<file path="src/rtl/alu_pkg.sv">
// alu_pkg: shared ALU control encodings, aluop/funct codes and decoded-op type
package alu_pkg;

    localparam logic [2:0] ALU_AND = 3'b000;
    localparam logic [2:0] ALU_OR  = 3'b001;
    localparam logic [2:0] ALU_ADD = 3'b010;
    localparam logic [2:0] ALU_SUB = 3'b110;
    localparam logic [2:0] ALU_SLT = 3'b111;

    localparam logic [1:0] OP_LDST  = 2'b00;
    localparam logic [1:0] OP_BRANCH = 2'b01;
    localparam logic [1:0] OP_RTYPE = 2'b10;
    localparam logic [1:0] OP_RSVD  = 2'b11;

    localparam logic [5:0] FN_ADD = 6'b100000;
    localparam logic [5:0] FN_SUB = 6'b100010;
    localparam logic [5:0] FN_AND = 6'b100100;
    localparam logic [5:0] FN_OR  = 6'b100101;
    localparam logic [5:0] FN_SLT = 6'b101010;

    typedef struct packed {
        logic [2:0] f;
        logic       illegal;
    } dec_t;

endpackage

</file>
<file path="src/rtl/alu_decoder.sv">
// alu_decoder: combinational aluop/funct to ALU control translation with illegal flag
module alu_decoder
    import alu_pkg::*;
(
    input  logic [1:0] aluop,
    input  logic [5:0] funct,
    output logic [2:0] f,
    output logic       illegal
);

    dec_t d;

    // unknown funct or reserved aluop falls back to add so the ALU still sees a defined op
    always_comb begin
        d = '{f: ALU_ADD, illegal: 1'b0};
        case (aluop)
            OP_LDST:   d.f = ALU_ADD;
            OP_BRANCH: d.f = ALU_SUB;
            OP_RTYPE:
                case (funct)
                    FN_ADD:  d.f = ALU_ADD;
                    FN_SUB:  d.f = ALU_SUB;
                    FN_AND:  d.f = ALU_AND;
                    FN_OR:   d.f = ALU_OR;
                    FN_SLT:  d.f = ALU_SLT;
                    default: d.illegal = 1'b1;
                endcase
            default:   d.illegal = 1'b1;
        endcase
    end

    assign f       = d.f;
    assign illegal = d.illegal;

endmodule

</file>
<file path="src/rtl/alu_issue_stage.sv">
// alu_issue_stage: two-stage operand issue and result capture around an external ALU
module alu_issue_stage
    import alu_pkg::*;
#(
    parameter int WIDTH = 32,
    parameter int TAG_W = 4,
    parameter int CNT_W = 16
) (
    input  logic             clk,
    input  logic             rst_n,
    input  logic             in_valid,
    output logic             in_ready,
    input  logic [WIDTH-1:0] in_a,
    input  logic [WIDTH-1:0] in_b,
    input  logic [1:0]       in_aluop,
    input  logic [5:0]       in_funct,
    input  logic [TAG_W-1:0] in_tag,
    output logic [WIDTH-1:0] alu_a,
    output logic [WIDTH-1:0] alu_b,
    output logic [2:0]       alu_f,
    input  logic [WIDTH-1:0] alu_out,
    input  logic             alu_zero,
    output logic             out_valid,
    input  logic             out_ready,
    output logic [WIDTH-1:0] out_result,
    output logic             out_zero,
    output logic             out_illegal,
    output logic [TAG_W-1:0] out_tag,
    output logic [CNT_W-1:0] op_count,
    output logic [CNT_W-1:0] illegal_count
);

    logic             s1_valid, s1_illegal, s2_valid;
    logic [TAG_W-1:0] s1_tag;
    logic [2:0]       dec_f;
    logic             dec_illegal, s1_adv, accept, out_hs;

    alu_decoder u_dec (
        .aluop   (in_aluop),
        .funct   (in_funct),
        .f       (dec_f),
        .illegal (dec_illegal)
    );

    assign s1_adv    = s1_valid & (~s2_valid | out_ready);
    assign in_ready  = ~s1_valid | s1_adv;
    assign accept    = in_valid & in_ready;
    assign out_valid = s2_valid;
    assign out_hs    = s2_valid & out_ready;

    // stage 1: holds operands and control steady in front of the ALU
    always_ff @(posedge clk or negedge rst_n) begin
        if (!rst_n) begin
            s1_valid   <= 1'b0;
            alu_a      <= '0;
            alu_b      <= '0;
            alu_f      <= ALU_AND;
            s1_illegal <= 1'b0;
            s1_tag     <= '0;
        end else begin
            s1_valid <= accept | (s1_valid & ~s1_adv);
            if (accept) begin
                alu_a      <= in_a;
                alu_b      <= in_b;
                alu_f      <= dec_f;
                s1_illegal <= dec_illegal;
                s1_tag     <= in_tag;
            end
        end
    end

    // stage 2: captures the ALU result when stage 1 advances, holds it under backpressure
    always_ff @(posedge clk or negedge rst_n) begin
        if (!rst_n) begin
            s2_valid    <= 1'b0;
            out_result  <= '0;
            out_zero    <= 1'b0;
            out_illegal <= 1'b0;
            out_tag     <= '0;
        end else begin
            s2_valid <= s1_adv | (s2_valid & ~out_ready);
            if (s1_adv) begin
                out_result  <= alu_out;
                out_zero    <= alu_zero;
                out_illegal <= s1_illegal;
                out_tag     <= s1_tag;
            end
        end
    end

    // saturating handshake statistics
    always_ff @(posedge clk or negedge rst_n) begin
        if (!rst_n) begin
            op_count      <= '0;
            illegal_count <= '0;
        end else begin
            if (out_hs && !(&op_count))
                op_count <= op_count + 1'b1;
            if (out_hs && out_illegal && !(&illegal_count))
                illegal_count <= illegal_count + 1'b1;
        end
    end

endmodule
</file>
<file path="config.mk">
export PLATFORM = sky130hd
export DESIGN_NAME = alu_issue_stage
export DESIGN_NICKNAME = d
export VERILOG_FILES = /design/src/rtl/alu_pkg.sv /design/src/rtl/alu_decoder.sv /design/src/rtl/alu_issue_stage.sv
export SDC_FILE = /design/constraint.sdc
export NUM_CORES = 1
export LEC_CHECK = 0
export BUFFER_PORTS_ARGS = -buffer_cell sky130_fd_sc_hd__buf_2
export CAP_MARGIN = 30
export CORE_UTILIZATION = 31
export DETAILED_ROUTE_END_ITERATION = 8
export GPL_TIMING_DRIVEN = 0
export HOLD_SLACK_MARGIN = 0.1
export SLEW_MARGIN = 10
export SYNTH_ARGS = -nofsm -noshare
export SYNTH_HDL_FRONTEND = slang
export SYNTH_HIERARCHICAL = 1
export SYNTH_SLANG_ARGS = --single-unit
</file>
<file path="constraint.sdc">
create_clock -name clk -period 1.8 [get_ports clk]
set_input_delay 0.09 -clock clk [delete_from_list [all_inputs] [get_ports clk]]
set_output_delay 0.09 -clock clk [all_outputs]
set_load 0.01 [all_outputs]
</file>
==> results of run 1 <==
## stage by stage
stage | power [mW] | hold WS, ns | setup TNS [ns]
final | 9.845 | 0.1667 | 0
after global routing | 10.34 | 0.1663 | -0.04484
after CTS | 9.902 | 0.1466 | 0
after detailed placement | 6.080 | 0.09980 | -7.636
after global placement | 5.982 | 0.3067 | -195.17
after floorplan | 5.125 | -0.2056 | 0
## final cells by class
class	count	area, um2
repair buffers	364	2399
clock buffers	19	432.9
clock inverters	13	161.4
multi-input cells	242	2212
plain buffers	13	63.81
inverters	5	18.77
well taps	229	286.5
flip-flops and latches	144	3605
fillers	1582	9091
## cell usage after synthesis
master     count
o221ai_1       1
nand4_1        6
a211o_1        1
nand2_1       12
nand4_2        3
mux2_4         1
inv_1          5
mux2i_1        1
nand3b_1       2
nor3_1        11
mux2_2       111
nor2_2         2
nor2b_1        1
nor3b_1        2
o211ai_1       4
xor2_1         9
and3_1         5
o21a_1         1
o21ai_2        1
nor2b_4        1
ha_1           5
nand3_1       18
nor2_1         6
a31oi_1        1
o2111ai_1      1
and2_1         1
a32oi_1        1
clkbuf_1       2
nand4b_1       1
and4_1         4
buf_2         11
nand2b_1       3
dfrtp_1      144
o21ai_0        2
nor4_4         1
a21o_1         1
nor4_1         2
xnor2_1       19
or2_2          1
## cell families (layout without fill, tap and decap cells)
| family | count (synthesis) | after routing | synth area share [%] |
|---|---|---|---|
| buffers and inverters | 18 | 414 | 1.387 |
| AOI/OAI and AO/OA | 14 | 14 | 1.793 |
| xor gates and xnor gates | 28 | 28 | 4.183 |
| and+or+nand+nor | 82 | 82 | 8.365 |
| adders and majority gates | 5 | 5 | 1.067 |
| muxes | 113 | 113 | 21.75 |
| DFF | 144 | 144 | 61.46 |
## critical path, stage by stage, from the launching register on
cell	delay [ns]
dfrtp_1	0.41
ha_2	0.22
nand3_2	0.13
nor4_4	0.32
buf_4	0.19
nor2_2	0.05
mux2_4	0.31
## worst min-delay path by stage
stage / end / slack (ns) / depth (start not counted)
finish: alu_f[1] / 0.17 / 4
floorplan: alu_a[0] / -0.21 / 0
global route: alu_f[1] / 0.17 / 4
detailed placement: illegal_count[11] / 0.1 / 1
global placement: s1_valid / 0.31 / 2
CTS: alu_f[1] / 0.15 / 4
## per-layer routing
layer / up-vias / part of all wire [%] / global-route usage [%]
met5: - / 0 / 0
met2: 185 / 52 / 29.38
met4: 0 / 2.2 / 6.784
li1: 2210 / - / -
met1: 2262 / 40 / 18.62
met3: 27 / 6.2 / 4.646
## registers in the layout, indices dropped and copies added (netlist names)
| name | cells |
|---|---|
| out_illegal | 1 |
| alu_f | 3 |
| alu_a | 32 |
| s1_tag | 4 |
| alu_b | 32 |
| s1_illegal | 1 |
| out_tag | 4 |
| out_result | 32 |
| out_valid | 1 |
| illegal_count | 16 |
| op_count | 16 |
| out_zero | 1 |
| s1_valid | 1 |
## repair_timing
action / CTS / global route
endpoints found under the setup margin: 81 / 41
hold buffers: 107 / 0
setup buffers: 0 / 5
pin swaps: 1 / 1
resized for setup: 3 / 6
endpoints found under the hold margin: 161 / 0
## power by group through the flow
stage,sequential [mW],combinational (mW),clock [mW]
2_1_floorplan,4.39,0.733,0
3_3_place_gp,4.15,1.83,0
3_5_place_dp,4.19,1.89,0
4_1_cts,4.14,2.08,3.68
5_1_grt,4.22,2.30,3.82
6_report,4.14,2.13,3.57
==> metrics.cfg, run 1 <==
[synth]
netlist.area_leader.share_pct=61.46
syn_avg_cell_area_um2=14.51
syn-num-nets=522
ys_seq_area_share_pct=61.46
yosysWarningCount=6
synthDistinctLibCells=39
synth_area_leaders=dfrtp_1 61%, mux2_2 21%, xnor2_1 2.8%
synth_cells=404
netlist_area_um2=5863
synth_seq_cells=144
synth.largest_area_cell=dfrtp_1

[timing]
layout_setup_ws_ns=0.04797
fin_crit_sh_pct=97.33
finalSetupViolations=0
relSlewSlack_pct=62.46
fmax_mhz=570.8
finalMaxSlewViolations=0
rsz0062_at_grt=yes
worstMarginPinSlew_ns=0.5631
fin_crit_ns=1.752
fin_skew_ns=0.008581
hold_viol_final=0

[power]
p_int_mw=7.101
swShare_pct=27.88
comb_power_share_pct=21.6
vdd_drop_max_mv=0.6110
pwr-share-seq_pct=42.1
pwr-share-clk_pct=36.3
p_leak_nw=4.413
p_sw_mw=2.744
power_density_nw_per_um2=1073

[clock_network]
htreeDepth=4
clk_path_buf_depth=2
insertion_delay_ns=0.42
cts-root-buf=clkbuf_16
path_clk_slew_ns=0.06
cts_sinks=144
cts_buffers=17
cts_tree=yes

[setup_path]
crit_fanout=5
r2r_slack_ns=0.05
critical_path_class=reg2reg
worst_ep_required_time_ns=2.10
cp-end-kind=flop
r2r_end=op_count[1]
rr_startpoint=op_count[1]
worstPathArrival_ns=2.05
critPathLaunchType=flop
reg2reg_depth=6
crit_path_end=op_count[1]
worstSetupStartpoint=op_count[1]

[finish]
num_antenna_cells=0
final_cell_mix=261 x buf_2, 143 x dfrtp_1, 111 x mux2_2
fin_nets=905
final_util_pct=50.24
drive_above_1_share_pct=53.25
fin_area_um2=9179
syn2layout_area_growth_pct=56.55
final_cells=1029
final_common_cell=buf_2

[place]
pre_cts_slack_ns=-0.1404
dp_cells=885
place_area_um2=7440
io_buffers=251
hpwl_um=10590
place_congestion=0.7775

[drt]
drtIter0Drc=112
routed_via_density=4.552
drc_errors=0
wl_per_cell_um=15.12
vias=4684
drt-total-wl_um=15560
drt_pass1_iterations=4
ant_nets=0

[die]
row_count=49
initial_core_util_pct=32.09
die_y_um=139.5
coreArea_um2=18270
die-area_um2=19470
fp.dieW_um=139.5
ios=252

[grt]
grt_pass1_wl_um=25240
grt_pass1_vias=5069
grtUsageTotal_pct=16.55
grt_overflow=0
antenna_found_initial=0
grt_max_degree=88

[hold_path]
min_from=in_funct[2]
hold_class=in2reg

[status]
status=completed

[flow_run]
drv_cap=0

(Power assumes the default switching activity.)
==> inputs of run 2 (changes only) <==
--- a/config.mk
+++ b/config.mk
@@ -5,6 +5,7 @@
 export SDC_FILE = /design/constraint.sdc
 export NUM_CORES = 1
 export LEC_CHECK = 0
+export ABC_AREA = 1
 export BUFFER_PORTS_ARGS = -buffer_cell sky130_fd_sc_hd__buf_2
 export CAP_MARGIN = 30
 export CORE_UTILIZATION = 31
==> run 2 against run 1 <==
  * Synthesized cell count increased by 43%
  * Wire length increased by 11%
  * Clock skew is 0.00067 ns higher
  * Worst hold slack gained 0.0091 ns
  * Register-to-register slack better by 0.13 ns
  * Cell area rose by 5.6%
  * Total power shrank 0.27%
  * Largest power group unchanged
  * Highest routed layer unchanged
==> metrics.cfg, run 2 <==
[status]
status=completed

[grt]
grt_pass1_wl_um=27900
grt_pass1_vias=5607
grt_overflow=0
grt_max_degree=87
antenna_found_initial=1
grtUsageTotal_pct=16.58

[timing]
rsz0062_at_grt=no
fin_skew_ns=0.009246
relSlewSlack_pct=67.79
fin_crit_ns=1.619
fin_crit_sh_pct=89.92
hold_viol_final=0
finalMaxSlewViolations=0
layout_setup_ws_ns=0.1815
fmax_mhz=617.8
worstMarginPinSlew_ns=0.4831
finalSetupViolations=0

[drt]
drtIter0Drc=140
drt-total-wl_um=17200
routed_via_density=4.383
drt_pass1_iterations=4
ant_nets=0
wl_per_cell_um=13.88
vias=5430
drc_errors=0

[clock_network]
cts_sinks=144
path_clk_slew_ns=0.07
htreeDepth=4
clk_path_buf_depth=2
insertion_delay_ns=0.41
cts-root-buf=clkbuf_16
cts_setup_buffers=0
cts_buffers=17
cts_tree=yes

[die]
fp.dieW_um=145.8
ios=252
row_count=52
die-area_um2=21240
coreArea_um2=20230
initial_core_util_pct=31.66
die_y_um=145.8

[setup_path]
cp_slowest_cell=dfrtp_1
worstPathArrival_ns=1.95
cp_cell_sequence=ha_1 -> nand3_2 -> inv_2 -> nand4_2 -> nand2_2 -> buf_6 -> nand2_1 -> o21ai_1
cp-end-kind=flop
crit_fanout=10
r2r_slack_ns=0.18
critPathLaunchType=flop
reg2reg_depth=8
critical_path_class=reg2reg
cp_slowest_stage_delay_ns=0.46
worst_ep_required_time_ns=2.13

[synth]
synth-edff-count=0
synth_cells=577
syn-num-nets=695
yosysMostFrequentCell=dfrtp_1
syn_avg_cell_area_um2=11.10
synth.largest_area_cell=dfrtp_1
synth_commonest_cells=144 x dfrtp_1, 135 x nand2_1, 80 x mux2_2
synthDistinctLibCells=26
synth_seq_cells=144
synth_flop_cell=dfrtp_1
async_flop_share_pct=100.0
ys_seq_area_share_pct=56.25
netlist.area_leader.share_pct=56.25
netlist_area_um2=6406
yosysWarningCount=6
synth_area_leaders=dfrtp_1 56%, mux2_2 14%, nand2_1 7.9%

[power]
p_leak_nw=4.777
vdd_drop_max_mv=0.5758
power_density_nw_per_um2=1013
finalPower_mw=9.819

[finish]
final_cell_mix=258 x buf_2, 143 x dfrtp_1, 135 x nand2_1
fin_area_um2=9694
drive_above_1_share_pct=44.42
fin_nets=1073
syn2layout_area_growth_pct=51.33
final_util_pct=47.91
final_common_cell=buf_2
top_regs=alu_a: 32 flops, alu_b: 32 flops, out_result: 32 flops

[place]
pre_cts_slack_ns=-0.02139
hpwl_um=11940
place_congestion=0.8127
place_area_um2=8038
io_buffers=251

[hold_path]
hold_class=in2reg
whs_path_depth=7

[flow_run]
drv_cap=0

[run 2: cell count changes in the layout (fill, tap and decap cells not counted), sizes merged, moves of 5 or more]
cell | before | now
mux2 | 112 | 100
nand2 | 12 | 142
nor2 | 8 | 48
and3 | 5 | 0
inv | 7 | 53
o21ai | 3 | 20
xor2 | 9 | 2
nor3 | 11 | 3
xnor2 | 19 | 7
a21oi | 0 | 6
[run 2: final cells by class]
cell class	instances	area, um2
Fill cell	1843	10540
Sequential cell	144	3605
Multi-Input combinational cell	372	2534
Timing Repair Buffer	359	2365
Clock buffer	19	452.9
Tap cell	270	337.8
Inverter	47	176.4
Clock inverter	13	121.4
Buffer	14	100.1
Antenna cell	1	2.502
[run 2: critical path, delay by kind of cell, from the launching register on]
kind | cells | cell delay (ns)
AOI/OAI and AO/OA | 1 | 0.08
adders and majority gates | 1 | 0.23
buffers and inverters | 2 | 0.27
DFF | 1 | 0.46
and+or+nand+nor | 4 | 0.49
[run 2: kinds of logic after synthesis]
kind of cell	Yosys count	synth area share, %
AND/OR/NAND/NOR	232	16.21
flip-flops	144	56.25
multiplexers	100	18.75
buffers and inverters	61	4.316
AO/OA/AOI/OAI	26	2.265
XOR/XNOR	9	1.231
adder cells (fa/ha/maj)	5	0.9766
[run 2: repair_timing]
action | CTS | global route
resized for setup | 1 | 2
hold buffers | 107 | 0
hold endpoints to repair | 223 | 0
endpoints found under the setup margin | 1 | 4
[run 2: report_power, final]
| part | switching, mW | total (mW) | leakage (nW) | internal [mW] |
|---|---|---|---|---|
| registers | 0.398 | 4.16 | 1.74 | 3.76 |
| logic | 1.07 | 2.22 | 2.76 | 1.15 |
| clock network | 1.55 | 3.45 | 0.276 | 1.89 |
[run 2: stage by stage]
step,setup TNS (ns),hold WS [ns],cells
final,0,0.1759,1239
after global routing,0,0.2272,1239
after CTS,0,0.1622,1238
after detailed placement,-0.02139,0.05058,1099
after global placement,-233.73,0.3062,1098
after floorplan,0,-0.2056,577
[run 2: metal layers]
metal / vias up / wire [um] / track usage, %
met2: 173 / 8513 / 28.83
li1: 2654 / - / -
met3: 27 / 1014 / 5.141
met5: - / 0 / 0
met1: 2576 / 7299 / 19.20
met4: 0 / 368 / 5.842
[run 2: path summary, 6_finish.rpt]
| path | from | to |
|---|---|---|
| worst min register to register | out_tag[1] | out_tag[1] |
| min in group asynchronous | rst_n | op_count[7] |
| worst max register to register | illegal_count[0] | illegal_count[6] |
| worst min-delay path | in_funct[2] | s1_illegal |
| max in group asynchronous | rst_n | alu_b[26] |
| worst max-delay path | illegal_count[0] | illegal_count[6] |
==> inputs of run 3 (changes only) <==
--- a/config.mk
+++ b/config.mk
@@ -5,13 +5,15 @@
 export SDC_FILE = /design/constraint.sdc
 export NUM_CORES = 1
 export LEC_CHECK = 0
-export ABC_AREA = 1
+export ABC_AREA = 0
 export BUFFER_PORTS_ARGS = -buffer_cell sky130_fd_sc_hd__buf_2
 export CAP_MARGIN = 30
 export CORE_UTILIZATION = 31
 export DETAILED_ROUTE_END_ITERATION = 8
 export GPL_TIMING_DRIVEN = 0
 export HOLD_SLACK_MARGIN = 0.1
+export REMOVE_ABC_BUFFERS = 1
+export SKIP_CTS_REPAIR_TIMING = 1
 export SLEW_MARGIN = 10
 export SYNTH_ARGS = -nofsm -noshare
 export SYNTH_HDL_FRONTEND = slang
==> run 3 against run 2 <==
  * Final cell count fell by 18%
  * Setup slack got worse by 0.14 ns
  * First-iteration DRC count is 35% lower
  * Sequential share of layout area grew 2.3 points
  * Via count shrank 15%
  * Clock skew fell by 0.00092 ns
  * Clock power increased by 7.8%
  * Utilization rose by 2.0 points
  * Worst hold slack lost 0.094 ns
  * Register-to-register slack got worse by 0.14 ns
  * Non-clock buffer count is 13 lower
  * Fmax shrank 7.9%
  * Critical endpoint is now illegal_count[1]
==> metrics.cfg, run 3 (synthesized netlist as in run 1, its figures left out) <==
[power]
vdd_drop_max_mv=0.6080
p_leak_nw=4.370
power_density_nw_per_um2=1088
finalPower_mw=9.923

[die]
ios=252
row_count=49
fp.dieW_um=139.5
coreArea_um2=18270
die_y_um=139.5
initial_core_util_pct=32.09
die-area_um2=19470

[finish]
drive_above_1_share_pct=52.30
syn2layout_area_growth_pct=55.61
top_regs=alu_a: 32 flops, alu_b: 32 flops, out_result: 32 flops
final_cells=1011
num_antenna_cells=0
final_common_cell=buf_2
fin_nets=888
final_cell_mix=250 x buf_2, 142 x dfrtp_1, 111 x mux2_2

[place]
place_congestion=0.7956
io_buffers=251
dp_cells=874
hpwl_um=10240

[setup_path]
critical_path_class=reg2reg
worst_ep_required_time_ns=2.09
crit_path_end=illegal_count[1]
worstPathArrival_ns=2.05
cp_slowest_cell=dfrtp_2
cp_num_buf_inv=0
cp-end-kind=flop
reg2reg_depth=5
crit_family=simple AND/OR/NAND/NOR gates
r2r_slack_ns=0.04
crit_fanout=9
rr_startpoint=illegal_count[0]
r2r_end=illegal_count[1]
cp_slowest_stage_delay_ns=0.42
worstSetupStartpoint=illegal_count[0]
cp_cell_sequence=ha_1 -> and3_1 -> nand4_4 -> o21ai_2 -> mux2_2
cp.depth=5
critPathLaunchType=flop

[drt]
drtIter0Drc=91
drc_errors=0
drt-total-wl_um=15340
vias=4619
ant_nets=0
routed_via_density=4.569
drt_pass1_iterations=4
wl_per_cell_um=15.18

[timing]
hold_viol_final=0
fmax_mhz=569.3
fin_crit_sh_pct=97.58
finalSetupViolations=0
fin_skew_ns=0.008322
worstMarginPinSlew_ns=0.7527
finalMaxSlewViolations=0
rsz0062_at_grt=yes
fin_crit_ns=1.756
relSlewSlack_pct=49.82
hold_slack_ns=0.08232

[grt]
antenna_found_initial=0
grt_pass1_wl_um=22360
grt_max_degree=81
grtUsageTotal_pct=14.75
grt_overflow=0
grt_pass1_vias=4441

[clock_network]
cts_buffers=17
cts_sinks=144
cts_tree=yes
insertion_delay_ns=0.41
clk_path_buf_depth=2
cts-root-buf=clkbuf_16
htreeDepth=4
path_clk_slew_ns=0.06

[hold_path]
hold_class=in2reg

[flow_run]
drv_cap=0

[status]
status=completed

## run 3: changes by cell type in the layout (fill, tap and decap cells not counted), moves of 7 or more
cell,previous run,this run
xor2_1,2,9
xnor2_1,7,19
o21ai_0,13,2
nand2_1,135,10
nor2_2,9,2
buf_2,258,250
nor3_1,3,11
mux2_2,80,111
inv_1,43,5
mux2_4,20,1
nor2_1,35,6
## run 3: how the worst min path moves through the flow
| stage | from | slack, ns | cells past startpoint | endpoint |
|---|---|---|---|---|
| 2_1_floorplan | rst_n | -0.21 | 0 | alu_a[0] |
| 3_3_place_gp | in_valid | 0.30 | 2 | s1_valid |
| 3_5_place_dp | rst_n | 0.18 | 1 | op_count[9] |
| 4_1_cts | rst_n | -0.27 | 1 | op_count[9] |
| 5_1_grt | in_funct[3] | 0.10 | 4 | alu_f[0] |
| 6_report | in_funct[3] | 0.08 | 4 | alu_f[0] |
## run 3: stage by stage
stage	setup TNS (ns)	worst slack, ns	util [%]	area [um2]
final	0	0.04354	49.94	9124
after global routing	-0.1010	-0.05282	49.94	9124
after CTS	-0.1306	-0.07956	44.10	8056
after detailed placement	-0.1031	-0.06842	40.69	7435
after global placement	-314.77	-1.536	40.19	7343
after floorplan	-71.27	-0.9488	-	5801
## run 3: worst reg2reg max path, delay by kind of cell, from the launching register on
| kind | cells | cell delay [ns] |
|---|---|---|
| AOI/OAI and AO/OA | 1 | 0.23 |
| muxes | 1 | 0.35 |
| DFF | 1 | 0.42 |
| and+or+nand+nor | 2 | 0.43 |
| adders and majority gates | 1 | 0.21 |
## run 3: area by class of cell
type	instances	area, um2
fillers	1629	9146
flip-flops and latches	144	3606
repair buffers	360	2394
multi-input cells	242	2197
clock buffers	22	464.2
well taps	229	286.5
clock inverters	9	157.7
inverters	5	18.77
## run 3: routing by layer
metal	track usage [%]	vias to the layer above	share of wire, %
met5	0	-	0
met4	5.906	0	2.1
met3	4.680	20	4.8
met2	25.68	140	54
met1	16.74	2278	40
li1	-	2181	-
## run 3: power by group
part | switching (mW) | internal [mW] | leakage [nW]
Combinational | 0.945 | 1.10 | 2.35
Sequential | 0.392 | 3.77 | 1.73
Clock | 1.33 | 2.39 | 0.296
